$ cat src/rtl/ws2812_matrix_drv.sv
// WS2812 matrix driver: walks an M x N frame buffer in chain order, scales
// each pixel by a global brightness and serialises it as GRB with WS2812 bit
// timing, followed by the reset latch.
//
// state    | meaning
// ---------+-----------------------------------------------------------
// S_IDLE   | waiting for refresh expiry (MODE=0) or frame_go (MODE=1)
// S_FETCH0 | read strobe for pixel 0 is on the bus
// S_LOAD   | pixel 0 data valid; scale and load the shifter
// S_BIT_HI | data line high for T0H/T1H clocks
// S_BIT_LO | data line low for the rest of the bit; next pixel prefetch
// S_LATCH  | data line low for TRST clocks, then frame_done
module ws2812_matrix_drv #(
  parameter int CLK_FRE    = 50_000_000,
  parameter int WS2812_M   = 8,
  parameter int WS2812_N   = 8,
  parameter int SERPENTINE = 1,
  parameter int MODE       = 0,
  parameter int REFRESH_HZ = 120,
  parameter int T0H_NS     = 400,
  parameter int T1H_NS     = 800,
  parameter int BIT_NS     = 1250,
  parameter int RESET_US   = 300,
  parameter int ADDR_W     = $clog2(WS2812_M * WS2812_N)
) (
  input  logic              clk,
  input  logic              rst_n,
  input  logic              frame_go,
  input  logic [7:0]        brightness,
  output logic              pix_rd_en,
  output logic [ADDR_W-1:0] pix_addr,
  input  logic [23:0]       pix_rd_data,
  output logic              busy,
  output logic              frame_done,
  output logic              ws2812_di
);

  localparam int CLK_NS  = 1_000_000_000 / CLK_FRE;
  localparam int T0H     = T0H_NS / CLK_NS;
  localparam int T1H     = T1H_NS / CLK_NS;
  localparam int TBIT    = BIT_NS / CLK_NS;
  localparam int TRST    = RESET_US * 1000 / CLK_NS;
  localparam int TFRM    = CLK_FRE / REFRESH_HZ;
  localparam int NPIX    = WS2812_M * WS2812_N;
  localparam int CNT_MAX = (TRST > TBIT) ? TRST : TBIT;
  localparam int CNT_W   = $clog2(CNT_MAX + 1);
  localparam int FRM_W   = $clog2(TFRM + 1);

  localparam logic [ADDR_W-1:0] LAST_PIX = ADDR_W'(NPIX - 1);

  typedef enum logic [2:0] {
    S_IDLE,
    S_FETCH0,
    S_LOAD,
    S_BIT_HI,
    S_BIT_LO,
    S_LATCH
  } state_t;

  state_t            state_q, state_d;
  logic [ADDR_W-1:0] pix_q, pix_d;
  logic [4:0]        bit_q, bit_d;
  logic [CNT_W-1:0]  cnt_q, cnt_d;
  logic [23:0]       shift_q, shift_d;
  logic [23:0]       stage_q, stage_d;
  logic [7:0]        bright_q, bright_d;
  logic [FRM_W-1:0]  frm_cnt_q, frm_cnt_d;
  logic              rd_vld_q, rd_vld_d;
  logic              pix_rd_en_q, pix_rd_en_d;
  logic [ADDR_W-1:0] pix_addr_q, pix_addr_d;
  logic              busy_q, busy_d;
  logic              frame_done_q, frame_done_d;
  logic              di_q, di_d;

  logic [15:0]       scale_k;
  logic [15:0]       prod_r, prod_g, prod_b;
  logic [23:0]       scaled_grb;
  logic              frm_expired;
  logic              start_frame;

  // Chain position to frame-buffer address; odd rows reversed when serpentine.
  function automatic logic [ADDR_W-1:0] addr_of(input logic [ADDR_W-1:0] p);
    int row;
    int col;
    row = int'(p) / WS2812_N;
    col = int'(p) % WS2812_N;
    if (SERPENTINE != 0 && (row % 2) == 1) begin
      col = WS2812_N - 1 - col;
    end
    return ADDR_W'(row * WS2812_N + col);
  endfunction

  // Down-counter preload for the high phase of a bit.
  function automatic logic [CNT_W-1:0] hi_load(input logic b);
    return b ? CNT_W'(T1H - 1) : CNT_W'(T0H - 1);
  endfunction

  // Down-counter preload for the low phase, completing TBIT.
  function automatic logic [CNT_W-1:0] lo_load(input logic b);
    return b ? CNT_W'(TBIT - T1H - 1) : CNT_W'(TBIT - T0H - 1);
  endfunction

  // Brightness scaling of the RAM word {R,G,B} into wire order {G,R,B}.
  always_comb begin
    scale_k    = {8'd0, bright_q} + 16'd1;
    prod_r     = {8'd0, pix_rd_data[23:16]} * scale_k;
    prod_g     = {8'd0, pix_rd_data[15:8]}  * scale_k;
    prod_b     = {8'd0, pix_rd_data[7:0]}   * scale_k;
    scaled_grb = {prod_g[15:8], prod_r[15:8], prod_b[15:8]};
  end

  // Free-running refresh timer (continuous mode) and frame start decision.
  always_comb begin
    frm_cnt_d   = '0;
    frm_expired = 1'b0;
    if (MODE == 0) begin
      frm_expired = (frm_cnt_q == '0);
      frm_cnt_d   = frm_expired ? FRM_W'(TFRM - 1) : frm_cnt_q - FRM_W'(1);
    end
    // a frame_go landing on the frame_done cycle is intentionally lost
    start_frame = (MODE == 0) ? frm_expired : (frame_go && !frame_done_q);
  end

  // Next-state and registered-output logic for the frame sequencer.
  always_comb begin
    state_d      = state_q;
    pix_d        = pix_q;
    bit_d        = bit_q;
    cnt_d        = cnt_q;
    shift_d      = shift_q;
    stage_d      = stage_q;
    bright_d     = bright_q;
    rd_vld_d     = pix_rd_en_q;
    pix_rd_en_d  = 1'b0;
    pix_addr_d   = pix_addr_q;
    busy_d       = busy_q;
    frame_done_d = 1'b0;
    di_d         = di_q;

    // prefetched pixel arrives one cycle after its strobe
    if (rd_vld_q && state_q == S_BIT_LO) begin
      stage_d = scaled_grb;
    end

    unique case (state_q)
      S_IDLE: begin
        if (start_frame) begin
          state_d     = S_FETCH0;
          bright_d    = brightness;
          busy_d      = 1'b1;
          pix_d       = '0;
          pix_rd_en_d = 1'b1;
          pix_addr_d  = addr_of('0);
          di_d        = 1'b0;
        end
      end
      S_FETCH0: begin
        state_d = S_LOAD;
      end
      S_LOAD: begin
        shift_d = scaled_grb;
        bit_d   = 5'd0;
        cnt_d   = hi_load(scaled_grb[23]);
        di_d    = 1'b1;
        state_d = S_BIT_HI;
      end
      S_BIT_HI: begin
        if (cnt_q == '0) begin
          state_d = S_BIT_LO;
          di_d    = 1'b0;
          cnt_d   = lo_load(shift_q[23]);
          if (bit_q == 5'd23 && pix_q != LAST_PIX) begin
            pix_rd_en_d = 1'b1;
            pix_addr_d  = addr_of(pix_q + ADDR_W'(1));
          end
        end else begin
          cnt_d = cnt_q - CNT_W'(1);
        end
      end
      S_BIT_LO: begin
        if (cnt_q == '0) begin
          if (bit_q != 5'd23) begin
            shift_d = {shift_q[22:0], 1'b0};
            bit_d   = bit_q + 5'd1;
            cnt_d   = hi_load(shift_q[22]);
            di_d    = 1'b1;
            state_d = S_BIT_HI;
          end else if (pix_q == LAST_PIX) begin
            cnt_d   = CNT_W'(TRST - 1);
            state_d = S_LATCH;
          end else begin
            // staged pixel goes straight out, no inter-pixel gap
            shift_d = stage_q;
            pix_d   = pix_q + ADDR_W'(1);
            bit_d   = 5'd0;
            cnt_d   = hi_load(stage_q[23]);
            di_d    = 1'b1;
            state_d = S_BIT_HI;
          end
        end else begin
          cnt_d = cnt_q - CNT_W'(1);
        end
      end
      S_LATCH: begin
        if (cnt_q == '0) begin
          state_d      = S_IDLE;
          busy_d       = 1'b0;
          frame_done_d = 1'b1;
        end else begin
          cnt_d = cnt_q - CNT_W'(1);
        end
      end
      default: begin
        state_d = S_IDLE;
        busy_d  = 1'b0;
        di_d    = 1'b0;
      end
    endcase
  end

  // State and output registers; reset drops the data line immediately.
  always_ff @(posedge clk or negedge rst_n) begin
    if (!rst_n) begin
      state_q      <= S_IDLE;
      pix_q        <= '0;
      bit_q        <= '0;
      cnt_q        <= '0;
      shift_q      <= '0;
      stage_q      <= '0;
      bright_q     <= '0;
      frm_cnt_q    <= '0;
      rd_vld_q     <= 1'b0;
      pix_rd_en_q  <= 1'b0;
      pix_addr_q   <= '0;
      busy_q       <= 1'b0;
      frame_done_q <= 1'b0;
      di_q         <= 1'b0;
    end else begin
      state_q      <= state_d;
      pix_q        <= pix_d;
      bit_q        <= bit_d;
      cnt_q        <= cnt_d;
      shift_q      <= shift_d;
      stage_q      <= stage_d;
      bright_q     <= bright_d;
      frm_cnt_q    <= frm_cnt_d;
      rd_vld_q     <= rd_vld_d;
      pix_rd_en_q  <= pix_rd_en_d;
      pix_addr_q   <= pix_addr_d;
      busy_q       <= busy_d;
      frame_done_q <= frame_done_d;
      di_q         <= di_d;
    end
  end

  assign pix_rd_en  = pix_rd_en_q;
  assign pix_addr   = pix_addr_q;
  assign busy       = busy_q;
  assign frame_done = frame_done_q;
  assign ws2812_di  = di_q;

endmodule

$ cat config.mk
export PLATFORM = sky130hd
export DESIGN_NAME = ws2812_matrix_drv
export DESIGN_NICKNAME = d
export VERILOG_FILES = /design/src/rtl/ws2812_matrix_drv.sv
export SDC_FILE = /design/constraint.sdc
export NUM_CORES = 1
export LEC_CHECK = 0
export BUFFER_PORTS_ARGS = -buffer_cell sky130_fd_sc_hd__clkbuf_2
export CAP_MARGIN = 5
export CELL_PAD_IN_SITES_DETAIL_PLACEMENT = 0
export CELL_PAD_IN_SITES_GLOBAL_PLACEMENT = 1
export CORE_UTILIZATION = 30
export DETAILED_ROUTE_END_ITERATION = 6
export GPL_TIMING_DRIVEN = 0
export PLACE_DENSITY_LB_ADDON = 0.1
export REMOVE_ABC_BUFFERS = 1
export SLEW_MARGIN = 0
export SYNTH_ARGS = -nofsm -noshare
export SYNTH_HDL_FRONTEND = slang
export SYNTH_SLANG_ARGS = --single-unit
$ cat constraint.sdc
create_clock -name clk -period 12.7 [get_ports clk]
set_input_delay 2.54 -clock clk [delete_from_list [all_inputs] [get_ports clk]]
set_output_delay 2.54 -clock clk [all_outputs]
set_load 0.05 [all_outputs]
Yosys cells after proc, flatten, opt, wreduce, memory -nomap -nowiden
Index checks and enable logic that the tools add are counted.
{"block": "op_classes", "add_sub_neg": 7, "multipliers": 3, "eq_ne": 18, "n_mux": 52, "bitwise": 2, "reduce_logical": 19}
{"op": "$mux 6", "n": 14}
{"op": "$mux 24", "n": 3}
{"op": "$mux 14", "n": 5}
{"op": "$pmux 14 s4", "n": 1}
{"op": "$mul 8x9->16", "n": 3}
{"op": "$pmux 24 s2", "n": 1}
{"op": "$pmux 6 s2", "n": 2}
{"op": "$logic_not 19->1", "n": 1}
{"op": "$mux 19", "n": 1}
{"op": "$sub 19x1->19 const B", "n": 1}
{"op": "$mux 3", "n": 6}
{"op": "$pmux 3 s6", "n": 1}
{"op": "$mux 5", "n": 3}
{"op": "$logic_not 14->1", "n": 1}
{"op": "$ne 2x2->1 const B", "n": 7}
{"op": "$sub 14x1->14 const B", "n": 1}
{"op": "$mux 1", "n": 11}
{"op": "$pmux 5 s2", "n": 1}
{"op": "$reduce_and 5->1", "n": 2}
{"op": "$add 8x1->9 const B", "n": 1}
{"op": "$reduce_and 4->1", "n": 2}
{"op": "$add 6x1->6 const B", "n": 1}
{"op": "$add 6x6->6", "n": 1}
{"op": "$eq 3x2->1 const B", "n": 2}
{"op": "other kinds (22)", "n": 29}
{"block": "totals", "reg_bits": 114, "in_bits": 35, "out_inout_bits": 10, "elab_cells": 115}

Logic depth before layout (Yosys ltp)
Gate-level depths: netlist of the first run.
{"block": "depth", "ltp_word": 10, "mapped_depth": 20, "depth_no_buf": 19}

Worst setup path before layout of the first run
OpenSTA, ideal clock, no wires.
{"block": "synth_timing", "path_kind": "input to register", "start": "in pix_rd_data[23]", "end": "reg stage_q[13]", "setup_ns": 0.095, "arrival_ns": 6.330, "required_time_ns": 12.605, "setup_slack_ns": 6.275, "path_stages": 14, "path_buffers": 0, "cell_sequence": "and2_1 -> fa_1 -> fa_1 -> fa_1 -> inv_1 -> fa_1 -> inv_1 -> ha_1 -> a211oi_1 -> o21bai_1 -> and2_1 -> o31a_1 -> o21a_1 -> o31ai_1"}
{"block": "synth_via", "elab_chain_len": 1}
{"item": "start: declaration", "line": "32", "text": "input logic [23:0] pix_rd_data,"}
{"item": "$mul 8x9->16", "line": "106", "text": "prod_r = {8'd0, pix_rd_data[23:16]} * scale_k;"}
{"item": "end signal: assignment", "line": "244", "text": "stage_q <= stage_d;"}
{"item": "end: declaration", "line": "65", "text": "logic [23:0] stage_q, stage_d;"}
No other way between the ends.
A chain may end at the register's enable or synchronous reset.

Worst setup path after layout of the first run
{"block": "layout_timing", "start": "reg bright_q[0]", "end": "reg stage_q[23]"}
{"block": "layout_via", "elab_chain_len": 2}
{"item": "start: declaration", "line": "66", "text": "logic [7:0] bright_q, bright_d;"}
{"item": "start signal: assignment", "line": "245", "text": "bright_q <= bright_d;"}
{"item": "$add 8x1->9", "line": "105", "text": "scale_k = {8'd0, bright_q} + 16'd1;"}
{"item": "$mul 8x9->16", "line": "107", "text": "prod_g = {8'd0, pix_rd_data[15:8]} * scale_k;"}
No other way between the ends.

==> run summary, run 1 <==
met2 routed WL -> 13.9 mm
final max-slew violation count -> 0
Metal-1 WL -> 15.8 mm
max_cap viols -> 0
Synth Warn # -> 0
Post-synth top cells -> 197 x nand2_1, 173 x inv_1, 135 x and2_1
CTS tree -> built
dpl hpwl -> 22.8 mm
Switching Share -> 43.9%
I/O pin cnt -> 45
post-CTS sizing -> 0
post-CTS setup buffer count -> 0
Post-DRT Antenna Nets -> 0
maximum buffer depth of the clock tree -> 2
reg-to-reg endpoint -> stage_q[23]
combinational power share -> 55.7%
antenna cells -> 0
initial DRC count -> 412
Starting Density -> 30.6%
critical path class -> reg2reg
final core utilization -> 34.4%
Reg-to-Reg Start -> bright_q[0]
total power -> 0.00225 W
synth unique cells -> 64
uppermost layer routed -> met4
DIE WIDTH -> 204 um
Worst Setup SP -> bright_q[0]
vias in the first global route -> 9,796
Yosys top cell by area -> dfrtp_1
Max Fclk -> 0.141 GHz
top post-synthesis cells by area -> dfrtp_1 23%, fa_1 20%, ha_1 10%
Arrival @ worst endpoint -> 7360 ps
Worst EP required -> 12,950 ps
startpoint types -> flip-flop
clk root buf -> clkbuf_16
Cell Area, Synth -> 12,200 um2
TritonCTS Buffers -> 17
R2R Setup Slk -> 5590 ps
wire length on met3 -> 580 um
#FFs+latches synth -> 114
Core Footprint -> 40,000 um2
Port Buffer Count -> 43
vias per cell -> 4.80
clk_skew -> 13.5 ps
Top FF cell, synth -> dfrtp_1
Post-Route WL -> 30.6 mm
first-pass GRT wire length -> 52.1 mm
outcome -> finished, final reports clean
minimum clock period -> 7110 ps
Lkg Pwr -> 6.52 nW
dpl cells -> 1,912
Max H-tree Level -> 4
Mapped Cells -> 1,392
layout cells sized above 1 -> 8.23%
Post-synth ARST share -> 100%
DR vias -> 9,346
period utilization -> 56.0%
largest net degree at the start of global routing -> 71
sequential-to-total area share from yosys stat -> 23.3%
number of clock sinks -> 114
PwrDens -> 163 nW/um2
Routed WL per cell -> 15.7 um
Die Area -> 41,600 um2
CP Capture Point -> stage_q[23]
Critical Path Fanout Max -> 25
worst slew pin tran -> 1030 ps
final net count -> 1,664
total track usage -> 15.7%
HP Class -> reg2reg
DRC viols -> 0
clk slew on worst S/H paths -> 50 ps
Hold WS -> 389 ps
switching pwr -> 0.000985 W
gpl congestion -> 0.758
RSZ-0062 raised after global routing -> no
P_int -> 0.00126 W
antenna violations before repair -> 0
setup_tns -> 0 ps
Yosys top cell area share -> 23.3%
area delta synth->final -> 12.5%
cts hold-fix bufs -> 0
grt total ovfl -> 0
relative slew slack -> 31.1%
row count -> 73
endpoint type of the worst setup path -> flip-flop
drt pass-1 iters -> 5
top-count cell post-synth -> nand2_1
die height -> 204 um
Final Hold Viols -> 0
Seq pwr share -> 21.7%
insertion delay to the later sink of the worst-skew pair -> 420 ps
clock share of power -> 22.6%
# setup viols final -> 0
synthesized area per cell -> 8.78 um2
Worst R2R Path Depth -> 17
Final Instance Count excl. Fillers -> 1,946
number of flops mapped to enable cells by yosys -> 0
Max IR drop VDD -> 86.0 uV
-- final cells by class --
class,instances,area [um2]
timing repair buffer,54,419
fill,4210,26300
multi-input combinational,1048,8550
clock buffer,20,467
tap,525,657
inverter,173,649
clock inverter,12,155
sequential,114,2850
-- cells by family after synthesis --
group | share of synthesized area (%)
simple gates | 22.1
buf+inv | 7.13
compound gates | 11.4
fa+ha+maj | 30.0
flops | 23.3
xor+xnor | 4.16
mux | 1.93
-- cells in the final DEF (no fill, tap or decap), types with 15 or more instances in the layout --
master and instances:
nand2_1 196, ha_1 101, clkbuf_2 42, nand3_1 35, nor2_1 54, clkbuf_16 17, inv_1 173, nor3_1 15
dfrtp_1 114, a31oi_1 21, nor2b_1 20, xnor2_1 40, o21ai_0 84, and2_1 135, a21oi_1 28, fa_1 120
-- flip-flops by register name, indices dropped and copies added, names as in the netlist, 3 cells and up --
| register | count |
|---|---|
| bit_q | 5 |
| bright_q | 8 |
| cnt_q | 14 |
| frm_cnt_q | 19 |
| pix_addr | 6 |
| pix_q | 6 |
| shift_q | 24 |
| stage_q | 24 |
| state_q | 3 |
-- worst max-delay path, stage by stage (launching register included) --
cell     delay [ps]
dfrtp_1        1020
ha_1            350
nand3_1         220
xnor2_2         760
buf_8           240
and2_1          150
fa_1            440
fa_1            520
fa_1            520
inv_1            50
fa_1            480
inv_1            40
ha_1            350
a211o_1         280
o21ai_0         590
o31ai_1         300
xnor2_1         480
o21ai_0         140
-- power groups by stage --
stage / Sequential, W / Combinational (W) / Clock (W)
floorplan: 0.000484 / 0.000939 / 0
global placement: 0.000493 / 0.00127 / 0
detailed placement: 0.000492 / 0.00127 / 0
CTS: 0.000487 / 0.00128 / 0.000522
global route: 0.000498 / 0.00145 / 0.000538
finish: 0.000488 / 0.00125 / 0.000507
-- worst min path at each step --
stage	start	to	slack (ps)	depth (start not counted)
final	pix_rd_en	rd_vld_q	390	0
after floorplan	frm_cnt_q[0]	frm_cnt_q[0]	410	1
after global placement	pix_rd_en	rd_vld_q	380	0
after global routing	pix_rd_en	rd_vld_q	410	0
after CTS	pix_rd_en	rd_vld_q	390	0
after detailed placement	pix_rd_en	rd_vld_q	370	0
-- through the flow --
stage | setup WS [ps] | cell area [um2]
after detailed placement | 5350 | 13100
after global routing | 5100 | 13800
final | 5590 | 13800
after global placement | 4230 | 12900
after CTS | 5500 | 13700
after floorplan | 6270 | 12000
-- metal layers --
| layer | track usage, % | up-vias |
|---|---|---|
| li1 | - | 4617 |
| met1 | 22.3 | 4623 |
| met2 | 25.5 | 94 |
| met3 | 1.82 | 12 |
| met4 | 3.01 | 0 |
| met5 | 0 | - |
Power figures use the tool's default switching activity.
==> run 2, diff against run 1 <==
Clock period 12.7 ns to 6 ns, I/O delays scaled along.
==> run summary, run 2 (synthesis results as in run 1) <==
outcome -> finished, final reports clean (unchanged)
Switching Share -> 43.8% (was 43.9%)
area delta synth->final -> 13.6% (was 12.5%)
final max-slew violation count -> 0 (unchanged)
Final Instance Count excl. Fillers -> 1,953 (was 1,946)
Worst Setup SP -> bright_q[0] (unchanged)
insertion delay to the later sink of the worst-skew pair -> 420 ps (about the same)
HP Class -> reg2reg (unchanged)
relative slew slack -> 37.8% (was 31.1%)
TritonCTS Buffers -> 17 (unchanged)
I/O pin cnt -> 45 (unchanged)
Post-DRT Antenna Nets -> 0 (unchanged)
Max IR drop VDD -> 182 uV (was 86.0 uV)
biggest regs -> shift_q: 24 flops, stage_q: 24 flops, frm_cnt_q: 19 flops (unchanged)
Post-Route WL -> 31.1 mm (was 30.6 mm)
critical path's most frequent cell -> fa_1 (unchanged)
Max Fclk -> 0.177 GHz (was 0.141 GHz)
number of clock sinks -> 114 (unchanged)
vias per cell -> 4.80 (about the same)
clk_skew -> 13.0 ps (was 13.5 ps)
placed inst area -> 13,100 um2 (unchanged)
DIE WIDTH -> 204 um (unchanged)
Routed WL per cell -> 15.9 um (was 15.7 um)
Lkg Pwr -> 6.57 nW (was 6.52 nW)
Starting Density -> 30.6% (unchanged)
CP Cell Sequence -> ha_2 -> nand3_2 -> nor2_1 -> xor2_2 -> buf_4 -> buf_4 -> and2_1 -> fa_1 -> fa_1 -> fa_1 -> inv_1 -> fa_1 -> inv_1 -> ha_1 -> nand2_1 -> nor3_1 -> nand2_1 -> a31oi_2 -> mux2_2 -> nor3_1 (was ha_1 -> nand3_1 -> xnor2_2 -> buf_8 -> and2_1 -> fa_1 -> fa_1 -> fa_1 -> inv_1 -> fa_1 -> inv_1 -> ha_1 -> a211o_1 -> o21ai_0 -> o31ai_1 -> xnor2_1 -> o21ai_0)
dpl hpwl -> 22.8 mm (unchanged)
period utilization -> 94.2% (was 56.0%)
critical path class -> reg2reg (unchanged)
dpl cells -> 1,912 (unchanged)
largest net degree at the start of global routing -> 71 (unchanged)
Arrival @ worst endpoint -> 5980 ps (was 7360 ps)
DRC viols -> 0 (unchanged)
Port Buffer Count -> 43 (unchanged)
worst slew pin tran -> 931 ps (was 1030 ps)
P_int -> 0.00269 W (was 0.00126 W)
Reg-to-Reg Start -> bright_q[0] (unchanged)
switching pwr -> 0.00210 W (was 0.000985 W)
antenna cells -> 0 (unchanged)
clk slew on worst S/H paths -> 60 ps (was 50 ps)
Max H-tree Level -> 4 (unchanged)
row count -> 73 (unchanged)
hold path start -> pix_rd_en (unchanged)
gpl congestion -> 0.758 (unchanged)
CP max-delay cell -> fa_1 (was dfrtp_1)
combinational power share -> 56.0% (was 55.7%)
layout cells sized above 1 -> 9.38% (was 8.23%)
grt total ovfl -> 0 (unchanged)
vias in the first global route -> 9,821 (was 9,796)
Critical Path Fanout Max -> 6 (was 25)
max_cap viols -> 0 (unchanged)
DR vias -> 9,371 (was 9,346)
first-pass GRT wire length -> 52.8 mm (was 52.1 mm)
RSZ-0062 raised after global routing -> no (unchanged)
startpoint types -> flip-flop (unchanged)
Crit path largest cell delay -> 520 ps (was 1020 ps)
clk root buf -> clkbuf_16 (unchanged)
final net count -> 1,671 (was 1,664)
most common cell after layout, fill and taps aside -> nand2_1 (unchanged)
antenna violations before repair -> 0 (unchanged)
drt pass-1 iters -> 5 (unchanged)
Seq pwr share -> 21.5% (was 21.7%)
Core Footprint -> 40,000 um2 (unchanged)
final instance area -> 13,900 um2 (was 13,800 um2)
clock share of power -> 22.4% (was 22.6%)
Worst EP required -> 6330 ps (was 12,950 ps)
total track usage -> 15.9% (was 15.7%)
Die Area -> 41,600 um2 (unchanged)
die height -> 204 um (unchanged)
minimum clock period -> 5650 ps (was 7110 ps)
PwrDens -> 344 nW/um2 (was 163 nW/um2)
commonest non-fill, non-tap cells in the layout -> 196 x nand2_1, 173 x inv_1, 135 x and2_1 (unchanged)
CTS tree -> built (unchanged)
initial DRC count -> 442 (was 412)
endpoint type of the worst setup path -> flip-flop (unchanged)
cts hold-fix bufs -> 0 (unchanged)
Final Hold Viols -> 0 (unchanged)
# setup viols final -> 0 (unchanged)
maximum buffer depth of the clock tree -> 2 (unchanged)
==> run 2: cell types whose count changed in the layout (fill, tap and decap cells not counted), moves of 2 or more <==
| cell | change |
|---|---|
| xnor2_1 | -2 |
| xnor2_4 | +2 |
| buf_4 | +6 |
| a31oi_2 | +2 |
| a31oi_1 | -2 |
==> run 2: final timing paths <==
check / slack, ps / end / cells after the start
setup / recovery: 350 / shift_q[22] / 20
hold / removal: 390 / rd_vld_q / 0
setup reg to reg: 350 / shift_q[22] / 20
hold reg to reg: 390 / rd_vld_q / 0
max in group asynchronous: 4570 / shift_q[0] / 2
min in group asynchronous: 710 / cnt_q[8] / 1
==> run 2: per-layer routing <==
layer | track usage (%) | up-vias | wire length [um]
li1 | - | 4641 | -
met1 | 22.8 | 4627 | 16100
met2 | 26.0 | 93 | 14300
met3 | 1.82 | 10 | 589
met4 | 2.52 | 0 | 168
met5 | 0 | - | 0
==> run 2: final cells by class <==
cell class              count  area [um2]
well taps                 525         657
repair buffers             61         475
fillers                  4210       26100
clock buffers              20         467
flip-flops and latches    114        2860
inverters                 173         649
clock inverters            12         155
multi-input cells        1048        8630
==> run 2: metrics by stage <==
stage,hold WS (ps),total power (W),setup TNS (ps),util [%],setup WS (ps)
6_report,389,0.00479,0,34.7,348
5_1_grt,408,0.00529,0,34.7,30.9
4_1_cts,391,0.00487,0,34.5,23.5
3_5_place_dp,365,0.00373,-31860,32.7,-1150
3_3_place_gp,376,0.00372,-99540,32.2,-2470
2_1_floorplan,406,0.00301,0,-,160
==> run 2: critical path, delay by kind of cell (launching register included) <==
kind | cells | cell delay [ps]
AO/OA/AOI/OAI | 1 | 340
multiplexers | 1 | 380
buffers and inverters | 4 | 430
flip-flops | 1 | 440
XOR/XNOR | 1 | 280
AND/OR/NAND/NOR | 7 | 1170
adder cells (fa/ha/maj) | 6 | 2510
==> run 2: repair_timing <==
action                                  CTS  global route
buffers inserted                          5             2
hold endpoints to repair                  0             0
endpoints found under the setup margin   51            30
pin swaps                                 1             0
gates resized for setup                  13             3
==> run 2: power by group through the flow <==
stage | clock network (W) | registers [W] | logic, W
floorplan | 0 | 0.00102 | 0.00199
global placement | 0 | 0.00104 | 0.00268
detailed placement | 0 | 0.00104 | 0.00269
CTS | 0.00110 | 0.00103 | 0.00273
global route | 0.00114 | 0.00105 | 0.00310
finish | 0.00107 | 0.00103 | 0.00268
==> run 3, diff against run 2 <==
Settings changed: CORE_UTILIZATION 30 to 41, MAX_ROUTING_LAYER set to met4.
Clock period 6 ns to 5.1 ns, I/O delays scaled along.
==> run summary, run 3 (synthesis results as in run 1) <==
final core utilization -> 51.2% (was 34.7%)
max_cap viols -> 0 (unchanged)
clk_skew -> 10.4 ps (was 13.0 ps)
dpl cells -> 1,770 (was 1,912)
vias in the first global route -> 9,963 (was 9,821)
P_int -> 0.00374 W (was 0.00269 W)
vias per cell -> 5.22 (was 4.80)
Critical Path Fanout Max -> 4 (was 6)
Max Fclk -> 0.195 GHz (was 0.177 GHz)
Switching Share -> 43.1% (was 43.8%)
Crit path largest cell delay -> 540 ps (was 520 ps)
Post-DRT Antenna Nets -> 0 (unchanged)
Layout fillers -> 2,773 (was 4,210)
antenna violations before repair -> 0 (unchanged)
Arrival @ worst endpoint -> 5420 ps (was 5980 ps)
grt total ovfl -> 0 (unchanged)
period utilization -> 100% (was 94.2%)
minimum clock period -> 5120 ps (was 5650 ps)
layout cells sized above 1 -> 18.1% (was 9.38%)
row count -> 62 (was 73)
PwrDens -> 442 nW/um2 (was 344 nW/um2)
CTS tree -> built (unchanged)
drt pass-1 iters -> 5 (unchanged)
area delta synth->final -> 21.5% (was 13.6%)
clock share of power -> 19.1% (was 22.4%)
violated checks -> negative setup slack
TritonCTS Buffers -> 17 (unchanged)
dpl hpwl -> 21.0 mm (was 22.8 mm)
total power -> 0.00657 W (was 0.00479 W)
startpoint types -> flip-flop (unchanged)
setup_tns -> -43.0 ps (was 0 ps)
HP Class -> reg2reg (unchanged)
switching pwr -> 0.00283 W (was 0.00210 W)
DR vias -> 9,710 (was 9,371)
Routed WL per cell -> 17.0 um (was 15.9 um)
clk root buf -> clkbuf_16 (unchanged)
Die Area -> 30,500 um2 (was 41,600 um2)
area of the multi-input gates -> 9250 um2 (was 8630 um2)
most common cell after layout, fill and taps aside -> nand2_1 (unchanged)
CP max-delay cell -> fa_1 (unchanged)
commonest non-fill, non-tap cells in the layout -> 188 x nand2_1, 164 x inv_1, 131 x and2_1 (was 196 x nand2_1, 173 x inv_1, 135 x and2_1)
gpl congestion -> 0.794 (was 0.758)
I/O pin cnt -> 45 (unchanged)
total track usage -> 21.8% (was 15.9%)
Starting Density -> 42.1% (was 30.6%)
Final Instance Count excl. Fillers -> 1,861 (was 1,953)
combinational power share -> 62.5% (was 56.0%)
clk slew on worst S/H paths -> 60 ps (about the same)
RSZ-0062 raised after global routing -> yes (was no)
worst slew pin tran -> 1290 ps (was 931 ps)
outcome -> complete, but fails checks (was finished, final reports clean)
# setup viols final -> 4 (was 0)
biggest regs -> shift_q: 24 flops, stage_q: 24 flops, frm_cnt_q: 19 flops (unchanged)
endpoint type of the worst setup path -> flip-flop (unchanged)
final net count -> 1,720 (was 1,671)
critical path class -> reg2reg (unchanged)
Worst EP required -> 5400 ps (was 6330 ps)
Max IR drop VDD -> 251 uV (was 182 uV)
cts hold-fix bufs -> 0 (unchanged)
Core Footprint -> 29,000 um2 (was 40,000 um2)
maximum buffer depth of the clock tree -> 2 (unchanged)
critical path's most frequent cell -> fa_1 (unchanged)
Max H-tree Level -> 4 (unchanged)
Post-Route WL -> 31.7 mm (was 31.1 mm)
Setup WS post-layout -> -24.8 ps (was 348 ps)
initial DRC count -> 562 (was 442)
DRC viols -> 0 (unchanged)
final max-slew violation count -> 0 (unchanged)
insertion delay to the later sink of the worst-skew pair -> 410 ps (was 420 ps)
Seq pwr share -> 18.5% (was 21.5%)
Lkg Pwr -> 6.95 nW (was 6.57 nW)
first-pass GRT wire length -> 51.9 mm (was 52.8 mm)
die height -> 175 um (was 204 um)
final instance area -> 14,900 um2 (was 13,900 um2)
Final Hold Viols -> 0 (unchanged)
relative slew slack -> 14.3% (was 37.8%)
FF+latch area -> 2860 um2 (about the same)
placed inst area -> 12,900 um2 (was 13,100 um2)
CP Cell Sequence -> ha_4 -> nand3_4 -> nor2_4 -> xor2_4 -> buf_8 -> buf_12 -> buf_6 -> nand2_4 -> fa_1 -> fa_1 -> fa_1 -> fa_1 -> inv_2 -> ha_4 -> nand4_1 -> a21oi_4 -> and3_4 -> or3_4 -> nand4_1 -> a32o_1 (was ha_2 -> nand3_2 -> nor2_1 -> xor2_2 -> buf_4 -> buf_4 -> and2_1 -> fa_1 -> fa_1 -> fa_1 -> inv_1 -> fa_1 -> inv_1 -> ha_1 -> nand2_1 -> nor3_1 -> nand2_1 -> a31oi_2 -> mux2_2 -> nor3_1)
largest net degree at the start of global routing -> 89 (was 71)
antenna cells -> 0 (unchanged)
number of clock sinks -> 114 (unchanged)
Port Buffer Count -> 43 (unchanged)
DIE WIDTH -> 175 um (was 204 um)
-- run 3: cell count changes in the layout (fill, tap and decap cells not counted), moves of 8 or more --
cell,change
buf_4,+32
ha_1,-17
o21ai_0,-16
ha_4,+14
buf_12,+9
buf_6,+9
inv_1,-9
inv_2,+9
o21ai_1,+9
nand2_1,-8
-- run 3: metrics by stage --
stage	hold slack, ps	setup slack, ps
floorplan	406	-740
global placement	419	-3100
detailed placement	421	-1740
CTS	436	-0.0773
global route	449	-202
finish	426	-24.8
-- run 3: cell type report --
class	instances	share of cell area, %
clock buffer	23	3.35
clock inverter	9	0.851
inverter	173	4.37
multi-input combinational	1048	62.3
sequential	114	19.3
tap	384	3.23
timing repair buffer	110	6.64
-- run 3: worst paths after layout --
kind                        startpoint     endpoint  cells past startpoint  slack [ps]
max                        bright_q[0]  shift_q[13]                     20         -20
min reg2reg                  pix_rd_en     rd_vld_q                      0         430
max reg2reg                bright_q[0]  shift_q[13]                     20         -20
min in group asynchronous        rst_n     cnt_q[9]                      1         490
min                          pix_rd_en     rd_vld_q                      0         430
max in group asynchronous        rst_n  bright_q[0]                      2        3860
-- run 3: per-layer routing --
layer | track usage (%) | wire [um] | vias to the layer above | share of wire [%]
li1 | - | - | 4733 | -
met1 | 28.8 | 15200 | 4808 | 48
met2 | 36.1 | 15200 | 133 | 48
met3 | 2.39 | 741 | 36 | 2.3
met4 | 4.75 | 565 | 0 | 1.8
met5 | - | 0 | - | 0
-- run 3: power groups by stage --
stage / Combinational, W / Clock, W / Sequential [W]
after CTS: 0.00370 / 0.00128 / 0.00121
final: 0.00410 / 0.00125 / 0.00121
after detailed placement: 0.00313 / 0 / 0.00122
after global routing: 0.00457 / 0.00132 / 0.00124
after global placement: 0.00310 / 0 / 0.00122
after floorplan: 0.00234 / 0 / 0.00121
-- run 3: worst max-delay path, delay by kind of cell, from the launching register on --
| kind | cells | cell delay [ps] |
|---|---|---|
| adder cells (fa/ha/maj) | 6 | 2470 |
| AND/OR/NAND/NOR | 7 | 910 |
| AO/OA/AOI/OAI | 2 | 520 |
| flip-flops | 1 | 450 |
| buffers and inverters | 4 | 400 |
| XOR/XNOR | 1 | 230 |
-- run 3: timing repair --
action                                 CTS  global route
setup endpoints to repair               51            46
cloned                                   0             4
pin swaps                               54            65
gates resized for setup                 89            75
endpoints found under the hold margin    0             0
setup buffers                           34            23
